$ cat src/rtl/galaksija_vram_pkg.sv
// Shared types and helpers for the Galaksija video RAM arbiter.
package galaksija_vram_pkg;

  typedef enum logic [2:0] {IDLE, PEND, GRANT, DATA, HOLD} arb_state_t;

  localparam logic [10:0] SCROLL_ADDR_DEF = 11'h3B0;
  localparam int          DEFER_W         = 4;

  // Codes 0..4 map to 12,9,6,3,0 font lines; anything larger pins to 0.
  function automatic logic [3:0] scroll_decode(input logic [7:0] d);
    logic [3:0] x;
    x = d[3:0];
    return (d <= 8'd4) ? (4'd12 - (x + x + x)) : 4'd0;
  endfunction

endpackage

$ cat src/rtl/galaksija_vram_arbiter.sv
// Shares the single-port video RAM between fixed-latency video fetches and wait-stalled CPU
// accesses; also latches the write-only scroll register.
module galaksija_vram_arbiter
  import galaksija_vram_pkg::*;
#(
  parameter int             AW          = 11,
  parameter int             DW          = 8,
  parameter logic [AW-1:0]  SCROLL_ADDR = AW'(SCROLL_ADDR_DEF),
  parameter int             MAX_DEFER   = 3
) (
  input  logic          clk,
  input  logic          resetn,
  input  logic          cpu_rd,
  input  logic          cpu_wr,
  input  logic [AW-1:0] cpu_addr,
  input  logic [DW-1:0] cpu_din,
  output logic [DW-1:0] cpu_dout,
  output logic          wait_n,
  input  logic          vid_req,
  input  logic [AW-1:0] vid_addr,
  output logic [DW-1:0] vid_code,
  output logic          vid_valid,
  output logic [AW-1:0] ram_addr,
  output logic [DW-1:0] ram_din,
  output logic          ram_we,
  input  logic [DW-1:0] ram_dout,
  output logic [3:0]    scroll_offset,
  output logic          starve_err
);

  localparam logic [DEFER_W-1:0] MAX_DEFER_L = DEFER_W'(MAX_DEFER);

  arb_state_t         state_q, state_d;
  logic               wait_n_q, wait_n_d;
  logic [DEFER_W-1:0] defer_q, defer_d, defer_inc;
  logic               starve_q, starve_d;
  logic               cpu_grant;
  logic               cpu_req;
  logic               is_wr_q;
  logic [1:0]         vid_pipe_q;
  logic [AW-1:0]      ram_addr_q;
  logic [DW-1:0]      ram_din_q;
  logic               ram_we_q;
  logic [DW-1:0]      cpu_dout_q;
  logic [3:0]         scroll_q;

  assign cpu_req   = cpu_rd | cpu_wr;
  assign defer_inc = (defer_q == '1) ? defer_q : defer_q + 1'b1;

  always_comb begin
    state_d   = state_q;
    wait_n_d  = 1'b1;
    defer_d   = defer_q;
    starve_d  = starve_q;
    cpu_grant = 1'b0;
    case (state_q)
      IDLE: begin
        if (cpu_req) begin
          wait_n_d = 1'b0;
          if (vid_req) begin
            state_d = PEND;
          end else begin
            state_d   = GRANT;
            cpu_grant = 1'b1;
          end
        end
      end
      PEND: begin
        if (!cpu_req) begin
          state_d = IDLE;
          defer_d = '0;
        end else begin
          wait_n_d = 1'b0;
          if (defer_inc > MAX_DEFER_L) starve_d = 1'b1;
          if (vid_req) begin
            defer_d = defer_inc;
          end else begin
            state_d   = GRANT;
            cpu_grant = 1'b1;
            defer_d   = '0;
          end
        end
      end
      GRANT:   state_d = DATA;
      DATA:    state_d = HOLD;
      HOLD:    if (!cpu_req) state_d = IDLE;
      default: state_d = IDLE;
    endcase
  end

  always_ff @(posedge clk) begin
    if (!resetn) begin
      state_q    <= IDLE;
      wait_n_q   <= 1'b1;
      defer_q    <= '0;
      starve_q   <= 1'b0;
      is_wr_q    <= 1'b0;
      vid_pipe_q <= '0;
      ram_addr_q <= '0;
      ram_din_q  <= '0;
      ram_we_q   <= 1'b0;
      cpu_dout_q <= '0;
      scroll_q   <= '0;
    end else begin
      state_q    <= state_d;
      wait_n_q   <= wait_n_d;
      defer_q    <= defer_d;
      starve_q   <= starve_d;
      vid_pipe_q <= {vid_pipe_q[0], vid_req};
      if (vid_req) begin
        ram_addr_q <= vid_addr;
        ram_we_q   <= 1'b0;
      end else if (cpu_grant) begin
        ram_addr_q <= cpu_addr;
        ram_din_q  <= cpu_din;
        ram_we_q   <= cpu_wr;
        is_wr_q    <= cpu_wr;
      end else begin
        ram_we_q   <= 1'b0;
      end
      if (state_q == DATA && !is_wr_q) cpu_dout_q <= ram_dout;
      if (state_q == GRANT && is_wr_q && ram_addr_q == SCROLL_ADDR)
        scroll_q <= scroll_decode(ram_din_q[7:0]);
    end
  end

  // Read data comes straight from the RAM's output register in DATA, the same cycle wait_n rises.
  assign cpu_dout      = (state_q == DATA && !is_wr_q) ? ram_dout : cpu_dout_q;
  // Reset landing on a write cycle must not let that write reach the RAM.
  assign ram_we        = ram_we_q & resetn;
  assign ram_addr      = ram_addr_q;
  assign ram_din       = ram_din_q;
  assign wait_n        = wait_n_q;
  assign vid_code      = ram_dout;
  assign vid_valid     = vid_pipe_q[1];
  assign scroll_offset = scroll_q;
  assign starve_err    = starve_q;

  a_vid_spacing: assert property (@(posedge clk) disable iff (!resetn) !(vid_req && vid_pipe_q[0]));

endmodule

$ cat config.mk
export PLATFORM = sky130hd
export DESIGN_NAME = galaksija_vram_arbiter
export DESIGN_NICKNAME = d
export VERILOG_FILES = /design/src/rtl/galaksija_vram_pkg.sv /design/src/rtl/galaksija_vram_arbiter.sv
export SDC_FILE = /design/constraint.sdc
export NUM_CORES = 1
export LEC_CHECK = 0
export ABC_AREA = 1
export BUFFER_PORTS_ARGS = -buffer_cell sky130_fd_sc_hd__buf_2
export CORE_UTILIZATION = 30
export CTS_BUF_LIST = sky130_fd_sc_hd__clkbuf_4
export DETAILED_ROUTE_END_ITERATION = 10
export GPL_ROUTABILITY_DRIVEN = 0
export PLACE_DENSITY = 0.54
export SYNTH_ARGS = -nofsm -noshare
export SYNTH_HDL_FRONTEND = slang
export SYNTH_SLANG_ARGS = --single-unit
$ cat constraint.sdc
create_clock -name clk -period 1.8 [get_ports clk]
set_clock_uncertainty 0.15 [all_clocks]
set_input_delay 0.18 -clock clk [delete_from_list [all_inputs] [get_ports clk]]
set_output_delay 0.18 -clock clk [all_outputs]
set_load 0.005 [all_outputs]
==> key figures <==
Cells and area
  – Commonest non-fill, non-tap cell in the layout: buf_2
  – Fin cells: 549
  – # diodes: 0
  – # nets final: 498
  – Share of layout cells above drive strength 1: 30.0%
  – Area growth syn-to-layout: 44.7%
  – Commonest cells after routing, fill and taps aside: buf_2 (85), nand2_1 (81), inv_1 (53)

Floorplanning
  – I/O pin count: 86
  – Die X: 88.5 microns
  – Die ar.: 0.00784 sq mm
  – Core region area: 0.00725 sq mm
  – Row count: 31
  – Initial Util: 31.0%
  – Die height: 88.5 microns

GRT
  – Initial antenna violation count: 0
  – First-pass GRT wire length: 9.18 mm
  – GR Overflow Total: 0
  – Vias in the first global route: 2119
  – Tot GR Track Use: 14.8%
  – Largest net degree at the start of global routing: 25

CTS
  – CTS Buffer Depth: 2
  – Num CTS Buffers: 5
  – CTS tree: yes
  – Worst-path clk slew: 140 ps
  – Worst skew pair latency: 360 ps
  – H-tree Lvls: 2
  – Clock Tree Root: clkbuf_4
  – Sink Count: 44

Worst setup path
  – Worst path top cell family by delay: simple AND/OR/NAND/NOR gates
  – CP max stage cell: dfxtp_4
  – Critical path required time: 1470 ps
  – CP Class: flop to output port
  – Worst-path maximum fanout: 8
  – CP max stage delay: 370 ps
  – Buf/Inv on CP: 4
  – CP Cell Sequence: inv_2 -> nor3_4 -> buf_6 -> nand2_8 -> nand2_2 -> o21ai_2 -> inv_1 -> buf_2
  – Startpoint types: flop
  – Arrival time worst endpoint: 1550 ps
  – Critical path endpoint category: output port

Power and ir drop
  – Sw Share: 32.5%
  – P_int: 1500 uW
  – Gate power share: 27.9%
  – PwrDens: 682 mW/mm^2
  – Flop pwr share: 49.6%
  – Final Power: 2220 uW
  – Clock Power Share: 22.5%
  – P_leak: 0.00168 uW
  – P_sw: 719 uW
  – Max rail drop VDD: 0.000354 V

Min path
  – Hold crit path type: input pin to flop

Placed design
  – Placed cell count: 499
  – IO buf count: 85
  – DP HPWL: 3.87 mm

Synthesis
  – Post-synthesis cell type count: 26
  – Synth area leaders: dfxtp_1 (39%), nand2_1 (15%), inv_1 (9.0%), nor2_1 (4.8%), o21ai_0 (4.2%)
  – Dominant cell type by area after synthesis: dfxtp_1
  – Gate Count Post-Synth: 327
  – Synth top area share: 39.2%
  – Yosys warns: 0
  – Syn Std Cell Area: 0.00225 sq mm
  – Sequential fraction of the synthesis area: 39.2%
  – Flops & latches, synth: 44
  – Syn_nets: 376
  – Syn avg cell area: 6.87 sq um

Route
  – Post-Route WL: 5.54 mm
  – Antenna violation net count after detailed routing: 0
  – Top Metal Used: met4
  – Metal1 wirelength: 2.64 mm
  – Vias: 2369
  – Iter 0 DRT Violations: 97
  – Met2 wire len: 2.60 mm
  – Routed wl met3: 231 microns
  – Wire per inst: 10.1 microns
  – First-pass DRT Iterations: 4
  – Post-route DRC: 0
  – Vias per inst: 4.32

STA
  – Worst slew pin tran: 354 ps
  – Slew margin rel.: 76.3%
  – RSZ-0062 raised after global routing: true
  – Tmin final: 1880 ps
  – Max-slew violation count: 0
  – Achievable Freq: 0.533 GHz
  – Final period util: 104%
  – Final worst slack: -77.5 ps
  – Final Hold Fails: 0
  – Final setup vio count: 8

Run
  – Max cap viols: 0

Run status
  – Violated checks: setup timing
  – Outcome: finished with violations
==> power groups by stage <==
stage,logic [uW],registers [uW],clock network (uW)
finish,619,1100,499
global route,701,1110,563
CTS,619,1100,525
detailed placement,518,1120,0
global placement,513,1120,0
floorplan,333,1120,0
==> cells in the mapped netlist <==
master / count
nand3_1: 13
buf_6: 2
nand2_2: 3
nand2_1: 87
a21oi_1: 17
o21ai_0: 19
inv_2: 2
nand2_4: 1
buf_2: 1
ha_1: 6
nor2_2: 4
dfxtp_1: 44
inv_1: 54
nor2_1: 29
o31ai_1: 1
a211oi_1: 1
nor3_2: 1
xnor2_1: 2
clkbuf_1: 6
buf_4: 9
a31oi_1: 11
o21ai_2: 10
xor2_1: 1
clkbuf_2: 1
o211ai_1: 1
nand4_1: 1
==> area by class of cell <==
type	count	area [sq um]
fillers	779	4000
multi-input cells	209	1080
flip-flops and latches	44	890
repair buffers	133	885
inverters	56	210
well taps	99	124
clock buffers	5	37.5
clock inverters	3	21.3
==> timing repair <==
| action | 4_1_cts | 5_1_grt |
|---|---|---|
| buffers inserted | 3 | 0 |
| endpoints found under the setup margin | 8 | 9 |
| resized for setup | 17 | 1 |
| pin swaps | 3 | 2 |
| endpoints found under the hold margin | 28 | 0 |
| gates cloned | 1 | 0 |
| hold buffers | 38 | 0 |
==> worst reg2reg max path, stage by stage (launching register included) <==
cell	delay [ps]
dfxtp_4	370
buf_4	150
nor2_2	170
nand2_1	170
nor2_2	160
nand2_2	100
nand2_1	100
nand2_1	50
a21oi_1	120
==> registers in the layout, summed over array words and instances, names as in the netlist <==
signal,flops
is_wr_q,1
defer_q,4
state_q,3
vid_pipe_q,2
scroll_offset,4
starve_err,1
ram_we_q,1
ram_din,8
ram_addr,11
cpu_dout_q,8
wait_n,1
==> path summary, 6_finish.rpt <==
check	from	slack, ps	cells after the start	endpoint
worst max register to register	state_q[1]	180	8	state_q[2]
worst min register to register	vid_pipe_q[0]	280	2	vid_pipe_q[1]
worst max-delay path	state_q[1]	-80	8	cpu_dout[6]
worst min-delay path	cpu_rd	40	4	wait_n
==> logic make-up (layout without fill, tap and decap cells) <==
family                     Yosys count  in the layout  share of synthesized area, %
AOI/OAI and AO/OA                   60             60                          16.0
xor gates and xnor gates             3              3                          1.17
adders and majority gates            6              6                          3.34
buffers and inverters               75            197                          14.8
DFF                                 44             44                          39.2
and+or+nand+nor                    139            140                          25.5
==> layer usage <==
layer | vias to the layer above | GRT usage [%]
li1 | 1255 | -
met1 | 1052 | 19.5
met2 | 56 | 24.5
met3 | 6 | 3.45
met4 | 0 | 3.52
met5 | - | 0
==> stage by stage <==
step | setup TNS [ps] | hold slack (ps) | cell area, sq um | setup WS, ps | util [%]
after floorplan | 0 | 165 | 2250 | 325 | -
after global routing | -1490 | 37.5 | 3250 | -199 | 44.8
final | -544 | 36.7 | 3250 | -77.5 | 44.8
after global placement | 0 | 243 | 2730 | 148 | 37.6
after detailed placement | 0 | 259 | 2730 | 99.1 | 37.6
after CTS | -624 | 9.10 | 3250 | -84.1 | 44.7
(Power assumes the default switching activity.)
